[src/rtl/vga_scanout.sv]
// vga_scanout -- display scan-out engine for the LCD path.
//
// A free-running raster timing generator (front porch, sync pulse, back porch,
// then active region, on both axes) plus a pixel consumer. The consumer pops a
// show-ahead pixel FIFO during active pixels once the FIFO has been pre-filled
// and a frame boundary has been reached. It reports underflow and recovers at
// the next frame boundary.
//
// Ports:
//   pixel_clk      pixel clock, the only clock
//   pixel_rst_n    asynchronous active-low reset
//   enable         scan-out enable; low forces the consumer back to FILL
//   fifo_rdata     FIFO head word (show-ahead)
//   fifo_empty     FIFO empty
//   fifo_ready     FIFO level at or above the start threshold
//   fifo_rd        pop the FIFO head this cycle (combinational)
//   HS, VS         sync outputs, polarity set by HS_POL / VS_POL
//   BLANK          1 = active pixel, 0 = blanking
//   RGB            pixel data, aligned with BLANK / pixel_x / pixel_y
//   pixel_x/y      active column/row, held outside the active region
//   frame_start    one-cycle pulse registered from the last clock of a frame
//   underflow      sticky underflow flag; underflow_clr clears it
//   underflow_clr  clear request; a simultaneous new underflow wins
module vga_scanout #(
    parameter int HDISP  = 800,
    parameter int VDISP  = 480,
    parameter int HFP    = 40,
    parameter int HPULSE = 48,
    parameter int HBP    = 40,
    parameter int VFP    = 13,
    parameter int VPULSE = 3,
    parameter int VBP    = 29,
    parameter int HS_POL = 0,
    parameter int VS_POL = 0,
    parameter int RGB_W  = 24,
    parameter logic [RGB_W-1:0] UNDERFLOW_RGB = 24'hFF00FF
) (
    input  logic                       pixel_clk,
    input  logic                       pixel_rst_n,
    input  logic                       enable,
    input  logic [RGB_W-1:0]           fifo_rdata,
    input  logic                       fifo_empty,
    input  logic                       fifo_ready,
    output logic                       fifo_rd,
    output logic                       HS,
    output logic                       VS,
    output logic                       BLANK,
    output logic [RGB_W-1:0]           RGB,
    output logic [$clog2(HDISP)-1:0]   pixel_x,
    output logic [$clog2(VDISP)-1:0]   pixel_y,
    output logic                       frame_start,
    output logic                       underflow,
    input  logic                       underflow_clr
);

    localparam int HTOTAL = HFP + HPULSE + HBP + HDISP;
    localparam int VTOTAL = VFP + VPULSE + VBP + VDISP;
    localparam int HBLANK = HTOTAL - HDISP;
    localparam int VBLANK = VTOTAL - VDISP;
    localparam int HCW    = $clog2(HTOTAL) + 1;
    localparam int VCW    = $clog2(VTOTAL) + 1;
    localparam int XW     = $clog2(HDISP);
    localparam int YW     = $clog2(VDISP);

    localparam logic [HCW-1:0] H_LAST   = HCW'(HTOTAL - 1);
    localparam logic [HCW-1:0] H_PS     = HCW'(HFP);
    localparam logic [HCW-1:0] H_PE     = HCW'(HFP + HPULSE);
    localparam logic [HCW-1:0] H_ACT    = HCW'(HBLANK);
    localparam logic [VCW-1:0] V_LAST   = VCW'(VTOTAL - 1);
    localparam logic [VCW-1:0] V_PS     = VCW'(VFP);
    localparam logic [VCW-1:0] V_PE     = VCW'(VFP + VPULSE);
    localparam logic [VCW-1:0] V_ACT    = VCW'(VBLANK);
    localparam logic           HS_ON    = 1'(HS_POL);
    localparam logic           VS_ON    = 1'(VS_POL);

    typedef enum logic [1:0] {FILL, ALIGN, RUN, DRAIN} state_t;

    state_t             state_reg, state_next;
    logic [HCW-1:0]     h_cnt_reg;
    logic [VCW-1:0]     v_cnt_reg;
    logic               hs_reg, vs_reg, blank_reg, frame_start_reg, underflow_reg;
    logic [RGB_W-1:0]   rgb_reg, rgb_next;
    logic [XW-1:0]      pixel_x_reg;
    logic [YW-1:0]      pixel_y_reg;
    logic               hs_act, vs_act, active, h_last, eof;
    logic               rd_next, underflow_set;

    // Raster counters run regardless of enable or consumer state.
    always_ff @(posedge pixel_clk or negedge pixel_rst_n) begin
        if (!pixel_rst_n) begin
            h_cnt_reg <= '0;
            v_cnt_reg <= '0;
        end else if (h_last) begin
            h_cnt_reg <= '0;
            v_cnt_reg <= (v_cnt_reg == V_LAST) ? '0 : v_cnt_reg + VCW'(1);
        end else begin
            h_cnt_reg <= h_cnt_reg + HCW'(1);
        end
    end

    assign h_last = (h_cnt_reg == H_LAST);
    assign eof    = h_last && (v_cnt_reg == V_LAST);
    assign hs_act = (h_cnt_reg >= H_PS) && (h_cnt_reg < H_PE);
    assign vs_act = (v_cnt_reg >= V_PS) && (v_cnt_reg < V_PE);
    assign active = (h_cnt_reg >= H_ACT) && (v_cnt_reg >= V_ACT);

    always_ff @(posedge pixel_clk or negedge pixel_rst_n) begin
        if (!pixel_rst_n) begin
            state_reg <= FILL;
        end else begin
            state_reg <= state_next;
        end
    end

    // Consumer: FILL waits for the pre-fill, ALIGN waits for the frame boundary
    // so the first pop is pixel (0,0), RUN streams, DRAIN discards whatever is
    // left of the broken frame until the writer restarts at frame_start.
    always_comb begin
        state_next    = state_reg;
        rd_next       = 1'b0;
        rgb_next      = '0;
        underflow_set = 1'b0;
        case (state_reg)
            FILL: begin
                if (fifo_ready) begin
                    state_next = ALIGN;
                end
            end
            ALIGN: begin
                if (eof) begin
                    state_next = RUN;
                end
            end
            RUN: begin
                if (active) begin
                    if (!fifo_empty) begin
                        rd_next  = 1'b1;
                        rgb_next = fifo_rdata;
                    end else begin
                        rgb_next      = UNDERFLOW_RGB;
                        underflow_set = 1'b1;
                        state_next    = DRAIN;
                    end
                end
            end
            DRAIN: begin
                rd_next = !fifo_empty;
                if (active) begin
                    rgb_next = UNDERFLOW_RGB;
                end
                if (eof) begin
                    state_next = FILL;
                end
            end
            default: state_next = FILL;
        endcase
        // Disabling overrides everything in the same cycle.
        if (!enable) begin
            state_next    = FILL;
            rd_next       = 1'b0;
            rgb_next      = '0;
            underflow_set = 1'b0;
        end
    end

    assign fifo_rd = rd_next;

    // Video outputs are registered one cycle behind the counters.
    always_ff @(posedge pixel_clk or negedge pixel_rst_n) begin
        if (!pixel_rst_n) begin
            hs_reg          <= ~HS_ON;
            vs_reg          <= ~VS_ON;
            blank_reg       <= 1'b0;
            rgb_reg         <= '0;
            pixel_x_reg     <= '0;
            pixel_y_reg     <= '0;
            frame_start_reg <= 1'b0;
            underflow_reg   <= 1'b0;
        end else begin
            hs_reg          <= hs_act ? HS_ON : ~HS_ON;
            vs_reg          <= vs_act ? VS_ON : ~VS_ON;
            blank_reg       <= active;
            rgb_reg         <= rgb_next;
            frame_start_reg <= eof;
            if (active) begin
                pixel_x_reg <= XW'(h_cnt_reg - H_ACT);
                pixel_y_reg <= YW'(v_cnt_reg - V_ACT);
            end
            // A fresh underflow beats a simultaneous clear.
            if (underflow_set) begin
                underflow_reg <= 1'b1;
            end else if (underflow_clr) begin
                underflow_reg <= 1'b0;
            end
        end
    end

    assign HS          = hs_reg;
    assign VS          = vs_reg;
    assign BLANK       = blank_reg;
    assign RGB         = rgb_reg;
    assign pixel_x     = pixel_x_reg;
    assign pixel_y     = pixel_y_reg;
    assign frame_start = frame_start_reg;
    assign underflow   = underflow_reg;

endmodule

[config.mk]
export PLATFORM = sky130hd
export DESIGN_NAME = vga_scanout
export DESIGN_NICKNAME = d
export VERILOG_FILES = /design/src/rtl/vga_scanout.sv
export SDC_FILE = /design/constraint.sdc
export NUM_CORES = 1
export LEC_CHECK = 0
export ABC_AREA = 1
export BUFFER_PORTS_ARGS = -buffer_cell sky130_fd_sc_hd__buf_2
export CAP_MARGIN = 25
export CORE_MARGIN = 3
export CORE_UTILIZATION = 58
export DETAILED_ROUTE_END_ITERATION = 10
export PLACE_DENSITY_LB_ADDON = 0.12
export SLEW_MARGIN = 5
export SYNTH_ARGS = -nofsm -noshare
export SYNTH_HDL_FRONTEND = slang
export SYNTH_SLANG_ARGS = --single-unit
[constraint.sdc]
create_clock -name pixel_clk -period 4.3 [get_ports pixel_clk]
set_input_delay 0.43 -clock pixel_clk [delete_from_list [all_inputs] [get_ports pixel_clk]]
set_output_delay 0.43 -clock pixel_clk [all_outputs]
set_load 0.03 [all_outputs]
==> results of run 1 <==
-- path summary, 6_finish.rpt --
check	from	end	slack (ps)	cells past startpoint
setup / recovery	h_cnt_reg[7]	fifo_rd	1730	10
min in group asynchronous	pixel_rst_n	RGB[17]	490	2
max in group asynchronous	pixel_rst_n	HS	2890	4
hold / removal	fifo_rdata[13]	RGB[13]	290	3
hold reg to reg	pixel_y[1]	pixel_y[1]	490	2
setup reg to reg	h_cnt_reg[7]	state_reg[0]	2220	10
-- cell type report --
type / count / area [um2] / area share, %
clock buffers: 10 / 128 / 3.06
clock inverters: 6 / 92.6 / 2.22
inverters: 50 / 188 / 4.50
multi-input cells: 254 / 1430 / 34.3
flip-flops and latches: 72 / 1800 / 43.3
well taps: 72 / 90.1 / 2.16
repair buffers: 82 / 435 / 10.4
-- power breakdown --
group / total [mW] / switching, mW / internal (mW)
Clock: 0.583 / 0.254 / 0.330
Combinational: 0.144 / 0.0939 / 0.0501
Sequential: 0.696 / 0.0101 / 0.686
Total: 1.42 / 0.358 / 1.07
-- through the flow --
step           power [mW]  hold WS (ps)  utilization, %
2_1_floorplan       0.799           134               -
3_3_place_gp        0.840           467            69.5
3_5_place_dp        0.851           473            69.5
4_1_cts              1.44           274            73.4
5_1_grt              1.50           273            73.9
6_report             1.42           293            73.9
-- Yosys cell counts, drive strengths merged --
cell type	n
o21ai	46
xor2	12
a21oi	24
inv	50
ha	13
or2	1
dfstp	2
buf	6
nand3b	1
nand3	19
clkbuf	4
nor2	41
and3	1
nand2	77
nand4	5
a31oi	2
nor4	2
o21bai	1
nor3	9
dfrtp	70
-- critical path: cells and delay by family, from the launching register on --
kind / cells / cell delay (ps)
flip-flops: 1 / 500
buffers and inverters: 3 / 490
AND/OR/NAND/NOR: 4 / 360
adder cells (fa/ha/maj): 1 / 220
AO/OA/AOI/OAI: 2 / 220
-- logic make-up after synthesis --
kind of cell,share of synthesized area [%]
buffers and inverters,7.05
adder cells (fa/ha/maj),4.67
AO/OA/AOI/OAI,12.1
XOR/XNOR,3.02
AND/OR/NAND/NOR,21.3
flip-flops,51.8
-- placed cells by master, fill, tap and decap left out, types with 2 or more instances in the layout --
cell type,instances
nand4_1,5
ha_1,13
o21ai_1,19
dfrtp_1,70
buf_4,2
xor2_1,12
clkbuf_8,9
nand3_2,2
nand2_4,2
bufinv_16,2
a21oi_2,10
nand2_1,71
inv_2,5
buf_2,78
a31oi_1,2
o21ai_0,27
nor2_1,39
nand3_1,16
dfstp_2,2
nor3_1,9
a21oi_1,13
nand2_2,4
clkinvlp_4,2
inv_1,45
-- layer usage --
| metal | track usage, % | share of wire [%] |
|---|---|---|
| met1 | 31.1 | 45 |
| met2 | 35.5 | 46 |
| met5 | 0 | 0 |
| met3 | 5.03 | 7.2 |
| met4 | 8.04 | 1.5 |
-- what timing repair did --
item                                    4_1_cts  5_1_grt
hold buffers                                  0        1
hold endpoints to repair                      0        9
endpoints found under the setup margin        0        0
buffers inserted                              0        0
==> results.py, run 1 <==
metrics = {
    "finish": {
        "fill_cells": 406,
        "largest_register_ffs": 24,
        "finalNonFillerCells": 546,
        "design_area_um2": 4170,
        "drive_above_1_share_pct": 27.4,
        "diodes": 0,
        "area_growth_pct": 19.8,
        "final_nets": 512,
    },
    "power": {
        "peakVddDrop_mv": 0.267,
        "power_leakage_nw": 2.28,
        "p_per_area_nw_per_um2": 341,
    },
    "timing": {
        "finClkSkew_ps": 5.50,
        "slew_violations": 0,
        "hold_viol_final": 0,
        "fin_crit_ps": 2570,
        "rsz0062_at_grt": "false",
        "layout_setup_ws_ps": 1730,
        "fmax_ghz": 0.390,
        "max-slew-margin-rel_pct": 49.4,
        "fin_crit_sh_pct": 59.7,
        "tns_ps": 0,
        "setup_viol": 0,
        "worstMarginPinSlew_ps": 758,
    },
    "critical_path": {
        "crit_type": "reg2out",
        "crit_required_ps": 3870,
        "startpoint_type": "flip-flop",
        "critPathMaxFanout": 9,
        "end_kind": "output port",
        "max_stage_delay_ps": 500,
        "worstPathCellList": "inv_1 > ha_1 > nand2_1 > nor2_1 > o21ai_1 > nand2_2 > inv_2 > nand3_4 > o21ai_0 > buf_2",
        "cp_slowest_cell": "dfrtp_1",
        "worstPathArrival_ps": 2140,
    },
    "routing": {
        "drc_errors": 0,
        "wirelength_um": 7460,
        "drtIter0Drc": 178,
        "wl_per_cell_um": 13.7,
        "route.vias.total": 2799,
        "drtAntennaViolNets": 0,
        "drtPass1Iterations": 4,
        "via_per_inst": 5.13,
    },
    "placement": {
        "dpl_cell_area_um2": 3920,
        "pre_cts_ws_ps": 2110,
        "numPortBuffers": 78,
        "dp_cells": 528,
        "place_hpwl_um": 5380,
        "place_congestion": 0.893,
    },
    "yosys": {
        "synth.top_cell.area_share_pct": 50.3,
        "ys_warn_count": 0,
        "yosys.area.top_type": "dfrtp_1",
        "avgSynthCellArea_um2": 9.02,
        "synthTopCellsByArea": "dfrtp_1 50%, nand2_1 7.7%, inv_1 4.9%, ha_1 4.7%, nor2_1 4.2%",
        "synthCells": 386,
        "syn_nets": 429,
        "synth.distinct_cells": 32,
        "synth_area_um2": 3480,
        "ys_seq_area_share_pct": 51.8,
        "synth-seq-cells": 72,
    },
    "grt": {
        "first_global_vias": 2662,
        "grt_pass1_wl_um": 12700,
        "grt_max_degree": 51,
        "antenna_found_initial": 0,
        "grt_usage_pct": 22.6,
        "grt_overflow_total": 0,
    },
    "floorplan": {
        "dieHeight_um": 83.5,
        "coreArea_um2": 5640,
        "dieWidth_um": 83.5,
        "pin_count": 79,
        "die_area_um2": 6970,
        "rows": 27,
        "start_util_pct": 61.7,
    },
    "clock_network": {
        "clk_pin_slew_ps": 80,
        "cts_tree": "yes",
        "cts_resized": 0,
        "clock-sinks": 72,
        "clockRootBuffer": "clkbuf_8",
        "worstSkewPairLatency_ps": 330,
        "cts_buffers": 9,
        "cts_htree_levels": 3,
        "cts_buffer_depth": 2,
    },
    "hold_path": {
        "hold_class": "in2reg",
    },
    "status": {
        "outcome": "finished, final reports clean",
    },
    "flow_run": {
        "cap_violations": 0,
    },
}
(Power assumes the default switching activity.)
==> run 2: changes to the inputs <==
--- a/config.mk
+++ b/config.mk
@@ -9,7 +9,7 @@
 export BUFFER_PORTS_ARGS = -buffer_cell sky130_fd_sc_hd__buf_2
 export CAP_MARGIN = 25
 export CORE_MARGIN = 3
-export CORE_UTILIZATION = 58
+export CORE_UTILIZATION = 54
 export DETAILED_ROUTE_END_ITERATION = 10
 export PLACE_DENSITY_LB_ADDON = 0.12
 export SLEW_MARGIN = 5
==> constraint.sdc (replaced) <==
create_clock -name pixel_clk -period 2.5 [get_ports pixel_clk]
set_input_delay 0.25 -clock pixel_clk [delete_from_list [all_inputs] [get_ports pixel_clk]]
set_output_delay 0.25 -clock pixel_clk [all_outputs]
set_load 0.03 [all_outputs]
==> results.py, run 2 (synthesis gave the netlist of run 1 again) <==
metrics = {
    "clock_network": {
        "clk_pin_slew_ps": 80,
        "cts_buffers": 9,
        "clockRootBuffer": "clkbuf_8",
        "worstSkewPairLatency_ps": 340,
        "cts_htree_levels": 3,
        "cts_buffer_depth": 2,
        "clock-sinks": 72,
        "cts_tree": "yes",
    },
    "floorplan": {
        "start_util_pct": 57.1,
        "dieHeight_um": 86.3,
        "rows": 28,
        "die_area_um2": 7450,
        "coreArea_um2": 6100,
        "dieWidth_um": 86.3,
        "pin_count": 79,
    },
    "placement": {
        "place_hpwl_um": 5400,
        "dp_cells": 533,
        "place_congestion": 0.892,
        "numPortBuffers": 78,
    },
    "finish": {
        "diodes": 0,
        "largest_register_ffs": 24,
        "layout_commonest_cell": "buf_2",
        "layout_common_cells": "77 x buf_2, 71 x nand2_1, 69 x dfrtp_1",
        "drive_above_1_share_pct": 28.5,
        "finalNonFillerCells": 553,
        "fill_cells": 505,
        "area_growth_pct": 19.6,
        "final_nets": 517,
    },
    "power": {
        "clockPowerShare_pct": 36.1,
        "p_comb_share_pct": 10.9,
        "p_int_mw": 1.65,
        "power_leakage_nw": 2.29,
        "p_per_area_nw_per_um2": 542,
        "seqPwrFrac_pct": 53.0,
        "swShare_pct": 27.0,
        "peakVddDrop_mv": 0.388,
        "p_switching_mw": 0.608,
    },
    "routing": {
        "drtAntennaViolNets": 0,
        "drtPass1Iterations": 4,
        "route.vias.total": 2822,
        "wirelength_um": 7590,
        "via_per_inst": 5.10,
        "drtIter0Drc": 160,
        "drc_errors": 0,
        "wl_per_cell_um": 13.7,
    },
    "timing": {
        "tns_ps": 0,
        "rsz0062_at_grt": "false",
        "max-slew-margin-rel_pct": 68.1,
        "finClkSkew_ps": 9.80,
        "whs_ps": 104,
        "setup_viol": 0,
        "fin_crit_ps": 2240,
        "fmax_ghz": 0.446,
        "slew_violations": 0,
        "fin_crit_sh_pct": 89.6,
        "worstMarginPinSlew_ps": 478,
        "hold_viol_final": 0,
    },
    "critical_path": {
        "startpoint_type": "flip-flop",
        "worstPathCellList": "inv_1 > ha_1 > inv_1 > nand2_1 > nand3_1 > nand2_1 > nand2_2 > inv_2 > nand3_4 > o21ai_0 > buf_4",
        "worstRegToRegCells": 10,
        "r2r_slack_ps": 540,
        "critPathMaxFanout": 9,
        "max_stage_delay_ps": 400,
        "crit_type": "reg2out",
        "rr_startpoint": "h_cnt_reg[8]",
        "crit_required_ps": 2250,
        "end_kind": "output port",
        "worstPathArrival_ps": 1990,
        "cp_slowest_cell": "dfrtp_1",
        "timing.rr.end": "pixel_x[7]",
    },
    "grt": {
        "grt_max_degree": 73,
        "antenna_found_initial": 0,
        "grt_usage_pct": 21.9,
        "grt_overflow_total": 0,
        "first_global_vias": 2678,
        "grt_pass1_wl_um": 12700,
    },
    "flow_run": {
        "cap_violations": 0,
    },
    "hold_path": {
        "hold_class": "in2reg",
        "worstHoldEndpoint": "RGB[13]",
        "min_from": "fifo_rdata[13]",
        "hold_depth": 3,
    },
    "status": {
        "outcome": "finished, final reports clean",
    },
}
[run 2: layout make-up]
| class | instances | area, um2 | area share [%] |
|---|---|---|---|
| Timing Repair Buffer | 87 | 475 | 11.4 |
| Clock inverter | 5 | 32.5 | 0.781 |
| Tap cell | 75 | 93.8 | 2.25 |
| Sequential cell | 72 | 1810 | 43.4 |
| Inverter | 50 | 188 | 4.51 |
| Multi-Input combinational cell | 254 | 1430 | 34.4 |
| Clock buffer | 10 | 138 | 3.31 |
[run 2: stage by stage]
| stage | instance area (um2) | power, mW | util (%) | setup slack, ps |
|---|---|---|---|---|
| 2_1_floorplan | 3480 | 1.37 | - | 608 |
| 3_3_place_gp | 3950 | 1.45 | 64.8 | 573 |
| 4_1_cts | 4130 | 2.27 | 67.8 | 78.0 |
| 6_report | 4160 | 2.26 | 68.3 | 260 |
| 5_1_grt | 4160 | 2.37 | 68.3 | 42.4 |
| 3_5_place_dp | 3950 | 1.46 | 64.8 | 458 |
[run 2: how the worst max path moves through the flow]
stage | from | endpoint | slack [ps] | depth (start not counted)
floorplan | h_cnt_reg[7] | fifo_rd | 610 | 9
global placement | h_cnt_reg[7] | fifo_rd | 570 | 10
detailed placement | h_cnt_reg[7] | fifo_rd | 460 | 10
CTS | h_cnt_reg[7] | fifo_rd | 80 | 10
global route | v_cnt_reg[1] | fifo_rd | 40 | 11
finish | v_cnt_reg[1] | fifo_rd | 260 | 11
[run 2: power by group through the flow]
stage / combinational [mW] / sequential (mW) / clock, mW
6_report: 0.245 / 1.20 / 0.815
4_1_cts: 0.246 / 1.20 / 0.831
3_3_place_gp: 0.228 / 1.22 / 0
2_1_floorplan: 0.158 / 1.22 / 0
3_5_place_dp: 0.236 / 1.22 / 0
5_1_grt: 0.283 / 1.20 / 0.884
[run 2: what timing repair did]
| item | in CTS | in global routing |
|---|---|---|
| hold endpoints to repair | 70 | 0 |
| buffers inserted | 0 | 4 |
| setup endpoints to repair | 0 | 1 |
| hold buffers | 1 | 0 |
| resized for setup | 0 | 2 |
[run 2: critical path, delay by kind of cell (launching register included)]
kind	cells	cell delay, ps
and+or+nand+nor	5	450
adders and majority gates	1	160
AOI/OAI and AO/OA	1	130
buffers and inverters	4	510
DFF	1	400
[run 2: routing by layer]
metal,vias up,part of all wire [%],track usage (%)
met5,-,0,0
met4,0,1.8,9.35
met3,13,6.3,3.80
met2,81,46,34.3
met1,1320,46,30.2
li1,1408,-,-
